$ cat config.mk
export PLATFORM = sky130hd
export DESIGN_NAME = data_mem_responder
export DESIGN_NICKNAME = d
export VERILOG_FILES = /design/src/rtl/riscv_mem_pkg.sv /design/src/rtl/mem_lane_fmt.sv /design/src/rtl/data_mem_responder.sv
export SDC_FILE = /design/constraint.sdc
export NUM_CORES = 2
export LEC_CHECK = 0
export CAP_MARGIN = 20
export CORE_MARGIN = 2
export CORE_UTILIZATION = 55
export DETAILED_ROUTE_END_ITERATION = 8
export GPL_TIMING_DRIVEN = 0
export HOLD_SLACK_MARGIN = 0.1
export PLACE_DENSITY = 0.78
export SLEW_MARGIN = 0
export SYNTH_ARGS = -nofsm -noshare
export SYNTH_HDL_FRONTEND = slang
export SYNTH_HIERARCHICAL = 1
export SYNTH_SLANG_ARGS = --single-unit
$ cat constraint.sdc
create_clock -name clk -period 12.31 [get_ports clk]
set_clock_uncertainty 0.1 [all_clocks]
set_input_delay 2.462 -clock clk [delete_from_list [all_inputs] [get_ports clk]]
set_output_delay 2.462 -clock clk [all_outputs]
set_load 0.05 [all_outputs]
$ cat src/rtl/riscv_mem_pkg.sv
// ----------------------------------------------------------------------------
// riscv_mem_pkg
// Shared definitions for the data-memory responder:
//   - RISC-V load/store funct3 encodings (F3_B, F3_H, F3_W, F3_BU, F3_HU)
//   - responder FSM state type (IDLE, WAIT, RESP)
//   - access_legal(): decides whether a request may touch the array
// ----------------------------------------------------------------------------
package riscv_mem_pkg;

    localparam logic [2:0] F3_B  = 3'd0;
    localparam logic [2:0] F3_H  = 3'd1;
    localparam logic [2:0] F3_W  = 3'd2;
    localparam logic [2:0] F3_BU = 3'd4;
    localparam logic [2:0] F3_HU = 3'd5;

    typedef enum logic [1:0] {
        IDLE = 2'd0,
        WAIT = 2'd1,
        RESP = 2'd2
    } mem_state_e;

    // A request is legal when exactly one of wr/rd is set, funct3 names a
    // real access size (unsigned variants only for loads) and the address is
    // naturally aligned for that size.
    function automatic logic access_legal(
        input logic       wr,
        input logic       rd,
        input logic [2:0] funct3,
        input logic [1:0] addr_lo
    );
        logic ok;
        ok = (wr != rd);
        case (funct3)
            F3_B:    ok = ok;
            F3_H:    ok = ok && !addr_lo[0];
            F3_W:    ok = ok && (addr_lo == 2'b00);
            F3_BU:   ok = ok && !wr;
            F3_HU:   ok = ok && !wr && !addr_lo[0];
            default: ok = 1'b0;
        endcase
        return ok;
    endfunction

endpackage

$ cat src/rtl/mem_lane_fmt.sv
// ----------------------------------------------------------------------------
// mem_lane_fmt
// Combinational byte-lane formatter for a little-endian 32-bit word array.
// Store path: byte enables from size/address, store data replicated onto
//             every lane so the enabled lanes pick up the right bytes.
// Load path:  byte/half selected from the word by address, then sign- or
//             zero-extended according to funct3.
// Ports:
//   i_st_funct3, i_st_addr_lo, i_st_data -> o_st_be, o_st_data
//   i_ld_funct3, i_ld_addr_lo, i_ld_word -> o_ld_data
// ----------------------------------------------------------------------------
module mem_lane_fmt
    import riscv_mem_pkg::*;
(
    input  logic [2:0]  i_st_funct3,
    input  logic [1:0]  i_st_addr_lo,
    input  logic [31:0] i_st_data,
    output logic [3:0]  o_st_be,
    output logic [31:0] o_st_data,
    input  logic [2:0]  i_ld_funct3,
    input  logic [1:0]  i_ld_addr_lo,
    input  logic [31:0] i_ld_word,
    output logic [31:0] o_ld_data
);

    logic [7:0]  w_ld_byte;
    logic [15:0] w_ld_half;

    always_comb begin
        o_st_be   = 4'b0000;
        o_st_data = i_st_data;
        case (i_st_funct3)
            F3_B: begin
                o_st_be   = 4'b0001 << i_st_addr_lo;
                o_st_data = {4{i_st_data[7:0]}};
            end
            F3_H: begin
                o_st_be   = i_st_addr_lo[1] ? 4'b1100 : 4'b0011;
                o_st_data = {2{i_st_data[15:0]}};
            end
            F3_W: begin
                o_st_be = 4'b1111;
            end
            default: o_st_be = 4'b0000;
        endcase
    end

    always_comb begin
        case (i_ld_addr_lo)
            2'd0:    w_ld_byte = i_ld_word[7:0];
            2'd1:    w_ld_byte = i_ld_word[15:8];
            2'd2:    w_ld_byte = i_ld_word[23:16];
            default: w_ld_byte = i_ld_word[31:24];
        endcase
        w_ld_half = i_ld_addr_lo[1] ? i_ld_word[31:16] : i_ld_word[15:0];

        case (i_ld_funct3)
            F3_B:    o_ld_data = {{24{w_ld_byte[7]}}, w_ld_byte};
            F3_H:    o_ld_data = {{16{w_ld_half[15]}}, w_ld_half};
            F3_W:    o_ld_data = i_ld_word;
            F3_BU:   o_ld_data = {24'd0, w_ld_byte};
            F3_HU:   o_ld_data = {16'd0, w_ld_half};
            default: o_ld_data = 32'd0;
        endcase
    end

endmodule

$ cat src/rtl/data_mem_responder.sv
// ----------------------------------------------------------------------------
// data_mem_responder
// Memory-side responder for the core's data port: a single-ported word array
// with RISC-V sub-word store merge and sign/zero load extraction, behind
// valid/ready request and response handshakes.
// Ports:
//   clk, reset (sync, active-low)
//   req_valid/req_ready, wr, rd, addr, funct3, wr_data : request channel
//   rsp_valid/rsp_ready, rd_data, rsp_err              : response channel
//   dbg_state                                          : current FSM state
// Handshake: a transfer happens on a rising clk edge where valid && ready.
// The sender holds its payload stable while valid is high and ready is low;
// the responder holds rsp_valid/rd_data/rsp_err until rsp_ready is seen.
// Timing: stores and illegal requests respond 1 cycle after accept, loads
// READ_LAT cycles after accept. Only one request is ever in flight.
// ----------------------------------------------------------------------------
module data_mem_responder
    import riscv_mem_pkg::*;
#(
    parameter int DATA_W   = 32,
    parameter int ADDR_W   = 9,
    parameter int READ_LAT = 2
) (
    input  logic              clk,
    input  logic              reset,
    input  logic              req_valid,
    output logic              req_ready,
    input  logic              wr,
    input  logic              rd,
    input  logic [ADDR_W-1:0] addr,
    input  logic [2:0]        funct3,
    input  logic [DATA_W-1:0] wr_data,
    output logic              rsp_valid,
    input  logic              rsp_ready,
    output logic [DATA_W-1:0] rd_data,
    output logic              rsp_err,
    output logic [1:0]        dbg_state
);

    localparam int         DEPTH  = 2 ** (ADDR_W - 2);
    localparam logic [2:0] LAT_M1 = 3'(READ_LAT - 1);

    logic [DATA_W-1:0] r_mem [DEPTH];

    mem_state_e        r_state;
    logic [2:0]        r_cnt;
    logic              r_wr;
    logic              r_legal;
    logic [ADDR_W-1:0] r_addr;
    logic [2:0]        r_funct3;
    logic              r_rsp_valid;
    logic [DATA_W-1:0] r_rd_data;
    logic              r_rsp_err;

    logic              w_accept;
    logic              w_req_legal;
    logic [3:0]        w_st_be;
    logic [31:0]       w_st_data;
    logic [31:0]       w_ld_word;
    logic [31:0]       w_ld_data;
    logic              w_done_wait;

    // Ready is gated by reset so it reads 0 while reset is held and 1 as soon
    // as reset is released with the FSM in IDLE.
    assign req_ready   = reset && (r_state == IDLE);
    assign w_accept    = req_valid && req_ready;
    assign w_req_legal = access_legal(wr, rd, funct3, addr[1:0]);

    assign rsp_valid = r_rsp_valid;
    assign rd_data   = r_rd_data;
    assign rsp_err   = r_rsp_err;
    assign dbg_state = r_state;

    // Stores use the live request fields because they commit on the accept
    // edge; loads use the latched fields when the latency count expires.
    assign w_ld_word = r_mem[r_addr[ADDR_W-1:2]];

    mem_lane_fmt u_lane_fmt (
        .i_st_funct3  (funct3),
        .i_st_addr_lo (addr[1:0]),
        .i_st_data    (wr_data),
        .o_st_be      (w_st_be),
        .o_st_data    (w_st_data),
        .i_ld_funct3  (r_funct3),
        .i_ld_addr_lo (r_addr[1:0]),
        .i_ld_word    (w_ld_word),
        .o_ld_data    (w_ld_data)
    );

    // Array contents survive reset; no write happens unless accepted & legal.
    always_ff @(posedge clk) begin
        if (w_accept && wr && w_req_legal) begin
            for (int i = 0; i < 4; i++) begin
                if (w_st_be[i]) begin
                    r_mem[addr[ADDR_W-1:2]][8*i +: 8] <= w_st_data[8*i +: 8];
                end
            end
        end
    end

    // Stores and illegal requests leave WAIT after one cycle; loads wait for
    // the counter to reach READ_LAT-1.
    assign w_done_wait = !r_legal || r_wr || (r_cnt == LAT_M1);

    always_ff @(posedge clk) begin
        if (!reset) begin
            r_state     <= IDLE;
            r_cnt       <= 3'd0;
            r_wr        <= 1'b0;
            r_legal     <= 1'b0;
            r_addr      <= '0;
            r_funct3    <= 3'd0;
            r_rsp_valid <= 1'b0;
            r_rd_data   <= '0;
            r_rsp_err   <= 1'b0;
        end else begin
            case (r_state)
                IDLE: begin
                    if (w_accept) begin
                        r_wr     <= wr;
                        r_legal  <= w_req_legal;
                        r_addr   <= addr;
                        r_funct3 <= funct3;
                        r_cnt    <= 3'd0;
                        r_state  <= WAIT;
                    end
                end
                WAIT: begin
                    if (w_done_wait) begin
                        r_state     <= RESP;
                        r_cnt       <= 3'd0;
                        r_rsp_valid <= 1'b1;
                        r_rsp_err   <= !r_legal;
                        r_rd_data   <= (r_legal && !r_wr) ? w_ld_data : '0;
                    end else begin
                        r_cnt <= r_cnt + 3'd1;
                    end
                end
                RESP: begin
                    if (rsp_ready) begin
                        r_state     <= IDLE;
                        r_rsp_valid <= 1'b0;
                        r_rd_data   <= '0;
                        r_rsp_err   <= 1'b0;
                    end
                end
                default: r_state <= IDLE;
            endcase
        end
    end

endmodule

# Yosys cells after proc, flatten, opt, wreduce, memory -nomap -nowiden
# Memory sizes are Yosys's and may differ from the RTL's. A register that Yosys moved wholly into a read port is not among the register bits.
# Index checks and enable logic that the tools add are counted.
# Widths: inputs -> output; s select.
[totals]
regBits = 53
ramBits = 4096
inputBits = 50
word_cells = 92
n_memories = 1
[op_classes]
n_addsub = 1
eq_ne = 17
shift = 1
muxes = 37
n_reduce_logical = 26
[memory_table]
columns = ["name", "words", "width", "read_ports", "rd_clocked_by_memory_dff", "write_ports", "line", "source"]
rows = [
  ["r_mem", 128, 32, 1, 1, 1, "data_mem_responder.sv:43", "logic [DATA_W-1:0] r_mem [DEPTH];"],
]
[op_table]
columns = ["cell", "n"]
rows = [
  ["$pmux 32 s5", 1],
  ["$pmux 32 s2", 2],
  ["$mux 32", 3],
  ["$pmux 8 s3", 1],
  ["$mux 16", 1],
  ["$mux 1", 15],
  ["$mux 7", 2],
  ["$eq 3x3->1 const B", 4],
  ["$pmux 4 s3", 1],
  ["$eq 3x1->1 const B", 3],
  ["$logic_and 1x1->1", 9],
  ["$eq 3x2->1 const B", 2],
  ["$logic_not 2->1", 3],
  ["$logic_not 3->1", 2],
  ["$mux 2", 3],
  ["$mux 3", 2],
  ["$ne 2x2->1 const B", 3],
  ["$pmux 2 s3", 1],
  ["$pmux 3 s2", 1],
  ["$reduce_and 3->1", 2],
  ["$pmux 1 s5", 1],
  ["$eq 2x1->1 const B", 2],
  ["$eq 2x2->1 const B", 2],
  ["$logic_not 1->1", 4],
  ["other kinds (8)", 12],
]

# Longest topological paths before layout
[logic_depth]
word_depth = 7
depth_mapped = 14
depth_no_buf = 9

# By module
# Netlist, hierarchy kept.
[modules_own_cells]
columns = ["mod", "n_inst", "cells_each", "area_per_inst_um2"]
rows = [
  ["data_mem_responder", 1, 6745, 159933.4],
  ["mem_lane_fmt", 1, 199, 1508.9],
]

# Worst setup path before layout
# No wires, ideal clock.
[synth_path]
path_type = "input to register"
start = "input port funct3[1]"
end = "memory r_mem[0][24], data pin"
setup_time_ps = 890
t_arrival_ps = 6649
required_time_ps = 11320
slack_ps = 4671
path_stages = 5
cell_sequence = "clkbuf_1 -> nor2_1 -> buf_2 -> nor2_1 -> a21oi_1"
[synth_between]
elab_chain_len = 2
word_cells_on_any_way = 3
classes_between = "eq/ne (1); mux (1); reduce/logical (1)"
[synth_lines]
columns = ["item", "line", "source"]
rows = [
  ["start, declared", "data_mem_responder.sv:31", "input logic [2:0] funct3,"],
  ["$eq 3x1->1 / $logic_not 3->1 (equally long branches)", "mem_lane_fmt.sv:32", "case (i_st_funct3)"],
  ["$pmux 32 s2 (*)", "mem_lane_fmt.sv:32", ""],
  ["net w_st_data[24]", "data_mem_responder.sv:58", "logic [31:0] w_st_data;"],
  ["end, declared", "data_mem_responder.sv:43", ""],
]
# The timed path passes the listed nets; every way through them passes the cells marked *.

# Worst setup path in the final report
[layout_path]
start = "input port reset"
end = "output port req_ready"
[layout_between]
elab_chain_len = 1
[layout_lines]
columns = ["item", "line", "source"]
rows = [
  ["start, declared", "data_mem_responder.sv:25", "input logic reset,"],
  ["$logic_and 1x1->1", "data_mem_responder.sv:65", "assign req_ready = reset && (r_state == IDLE);"],
  ["end, declared", "data_mem_responder.sv:27", "output logic req_ready,"],
]
# Every way passes these cells.

==> out/results.txt <==
DRC: 8
final-report hold violation count: 0
H-tree depth: 5
Layout Cells excl Fill: 11.82k
synth unique cells: 46
row count: 198
largest net degree at the start of global routing: 129
Crit Path Class: input port to output port
Clock Latency Late Sink: 0.95 ns
WP data arrival: 4.62 ns
startpoint types: input port
Vias/cell: 6.943
mean cell area of the mapped netlist: 23.25 um^2
FMAX: 139.2 MHz
Filler cells: 18.15k
P per Cell Area: 163.3 nW/um^2
Hold/Removal Path Class: flop to flop
wirelength, routed: 466300 um
Placeable Area: 291600 um^2
vias in the first global route: 81.09k
top post-synthesis cells by count: edfxtp_1, mux4_2, nor2_1, clkbuf_1, nand2_1
Total GRT Usage: 31.10%
Max Cap Viol: 0
Hold Path Cell Cnt: 2
post-route setup slack: 5.124 ns
Worst Reg2Reg Path Length in Cells: 14
Period minus WS final: 7.186 ns
failing checks: DRC
relative slew slack: 15.52%
Starting Density: 55.37%
Synth Warn #: 6
DR iter-0 viols: 14.49k
die area: 297900 um^2
Worst Hold Endpoint: r_addr[1]
FF-to-FF setup slack: 5.86 ns
pre-CTS WS: 4.550 ns
share of layout cells above drive strength 1: 28.53%
CP Max Fanout: 10
clk slew on worst S/H paths: 0.06 ns
Placer Congestion: 0.9997
Worst EP required: 9.75 ns
RSZ-0062 raised after global routing: false
Final ANT Viol Nets: 0
fin. max-slew vios: 0
crit share post-route: 58.38%
Mapped Nets: 6997
CTS buffer count: 396
peak supply drop: 0.1879 mV
Net count, final: 7577
drt wl/cell: 39.46 um
Slew @ Worst Pin: 1.267 ns
Hold Path Origin: r_addr[1]
CTS tree: built
Yosys reg bits: 4156
Vias: 82.04k
floorplan die height: 545.8 um
area leader, netlist: edfxtp_1
clock sinks: 4156
total grt overflow: 0
clk buf depth: 4
post_cts resized: 0
EDFF count, synth: 4096
final setup fails: 0
P&R area growth vs syn: 13.09%
DR pass1 iterations: 9
CP Capture Type: output port
Pleak: 53.93 nW
count leader, synth: edfxtp_1
Placed Area: 169100 um^2
largest cells by area after synthesis: edfxtp_1, mux4_2, nor2_1
Die Span X: 545.8 um
initial antenna violation count: 70
FF-to-FF End: rd_data[14]
ys flop type: edfxtp_1
Post-CTS Hold Fix Bufs: 0
port buffer count: 82
post-DP HPWL: 307000 um
Post-CTS Setup Bufs: 0
hold slack final: 0.3940 ns
outcome: finished, violations left
asr flop ratio synth: 0%
Synth Instances: 6944
Final Cell Area: 182600 um^2
first-pass GRT wire length: 641700 um
Seq/Total Area, Yosys: 76.93%
Post-Syn Area: 161400 um^2
Ports: 87
placed instance count: 11.01k
post-synth top area share: 76.19%
Root Buffer: clkbuf_16
[registers in the layout, summed over array words and instances (netlist names), named ones only]
signal and flops:
dbg_state 2, r_addr 9, r_cnt 3, r_funct3 3, r_legal 1, r_mem 4096, r_wr 1, rd_data 32
rsp_err 1, rsp_valid 1
[through the flow]
stage,TNS [ns],power [mW],util (%)
2_1_floorplan,0,16.81,-
3_3_place_gp,-0.6075,17.46,57.32
3_5_place_dp,0,17.55,57.99
4_1_cts,0,29.73,62.47
5_1_grt,0,30.28,62.59
6_report,0,29.81,62.61
[placed cells by master, fill, tap and decap left out, types with 9 or more instances in the layout]
master	count
mux4_2	1348
nor2b_1	44
buf_2	94
edfxtp_1	4096
buf_1	44
buf_12	20
clkinvlp_4	24
clkbuf_2	16
mux2i_1	14
a211oi_1	16
a22oi_1	52
buf_16	37
mux2_2	43
diode_2	65
nor3_1	9
a21boi_0	14
clkbuf_16	402
buf_4	16
mux2_4	17
clkinv_1	90
nand2_1	160
a21oi_1	27
clkinv_2	78
dfxtp_1	60
nor2_1	546
buf_8	29
buf_6	13
clkbuf_1	297
bufinv_16	53
clkdlybuf4s50_1	82
[metal layers]
metal | track usage (%) | part of all wire [%] | up-vias
met5 | 0 | 0.062 | -
met4 | 16.69 | 6.5 | 44
met3 | 10.26 | 14 | 1302
met2 | 48.04 | 47 | 7381
met1 | 39.45 | 32 | 42610
li1 | - | - | 30700
[report_power, final]
part | internal [mW] | total [mW] | switching (mW) | leakage [nW]
Sequential | 15.6 | 15.6 | 0.00531 | 37.3
Combinational | 0.589 | 1.73 | 1.14 | 10.3
Clock | 7.13 | 12.5 | 5.33 | 6.37
Total | 23.3 | 29.8 | 6.47 | 53.9
[worst max-delay path, stage by stage]
cell	delay, ns
clkbuf_1	0.49
nor3b_2	0.57
buf_6	0.26
clkdlybuf4s50_1	0.83
[worst max-delay path by stage]
stage | startpoint | endpoint | slack [ns] | depth (start not counted)
finish | reset | req_ready | 5.12 | 4
global route | reset | req_ready | 5.12 | 4
CTS | reset | req_ready | 5.10 | 4
detailed placement | req_valid | r_mem[87][23] | 4.55 | 9
global placement | funct3[1] | r_mem[124][25] | -0.02 | 6
floorplan | funct3[1] | r_mem[0][24] | 4.67 | 5
[layout make-up]
class                   count  area, um^2  area share (%)
clock inverters           266        2729           1.495
clock buffers             460       10340           5.662
diodes                     65       162.7         0.08909
well taps                3900        4880           2.673
repair buffers            182        2810           1.539
multi-input cells        2363       35640           19.52
plain buffers             417        1789          0.9800
flip-flops and latches   4156      124200           68.03
inverters                   8       30.03         0.01645
[cell families (layout without fill, tap and decap cells)]
group | after synthesis | count (layout) | synth area share (%)
adder cells (fa/ha/maj) | 3 | 3 | 0.02325
AO/OA/AOI/OAI | 145 | 145 | 0.6231
other | 0 | 65 | 0
multiplexers | 1423 | 1423 | 19.33
AND/OR/NAND/NOR | 792 | 792 | 1.985
flip-flops | 4156 | 4156 | 76.93
buffers and inverters | 425 | 1333 | 1.109
Note: power is estimated with default switching activity, not from simulation.
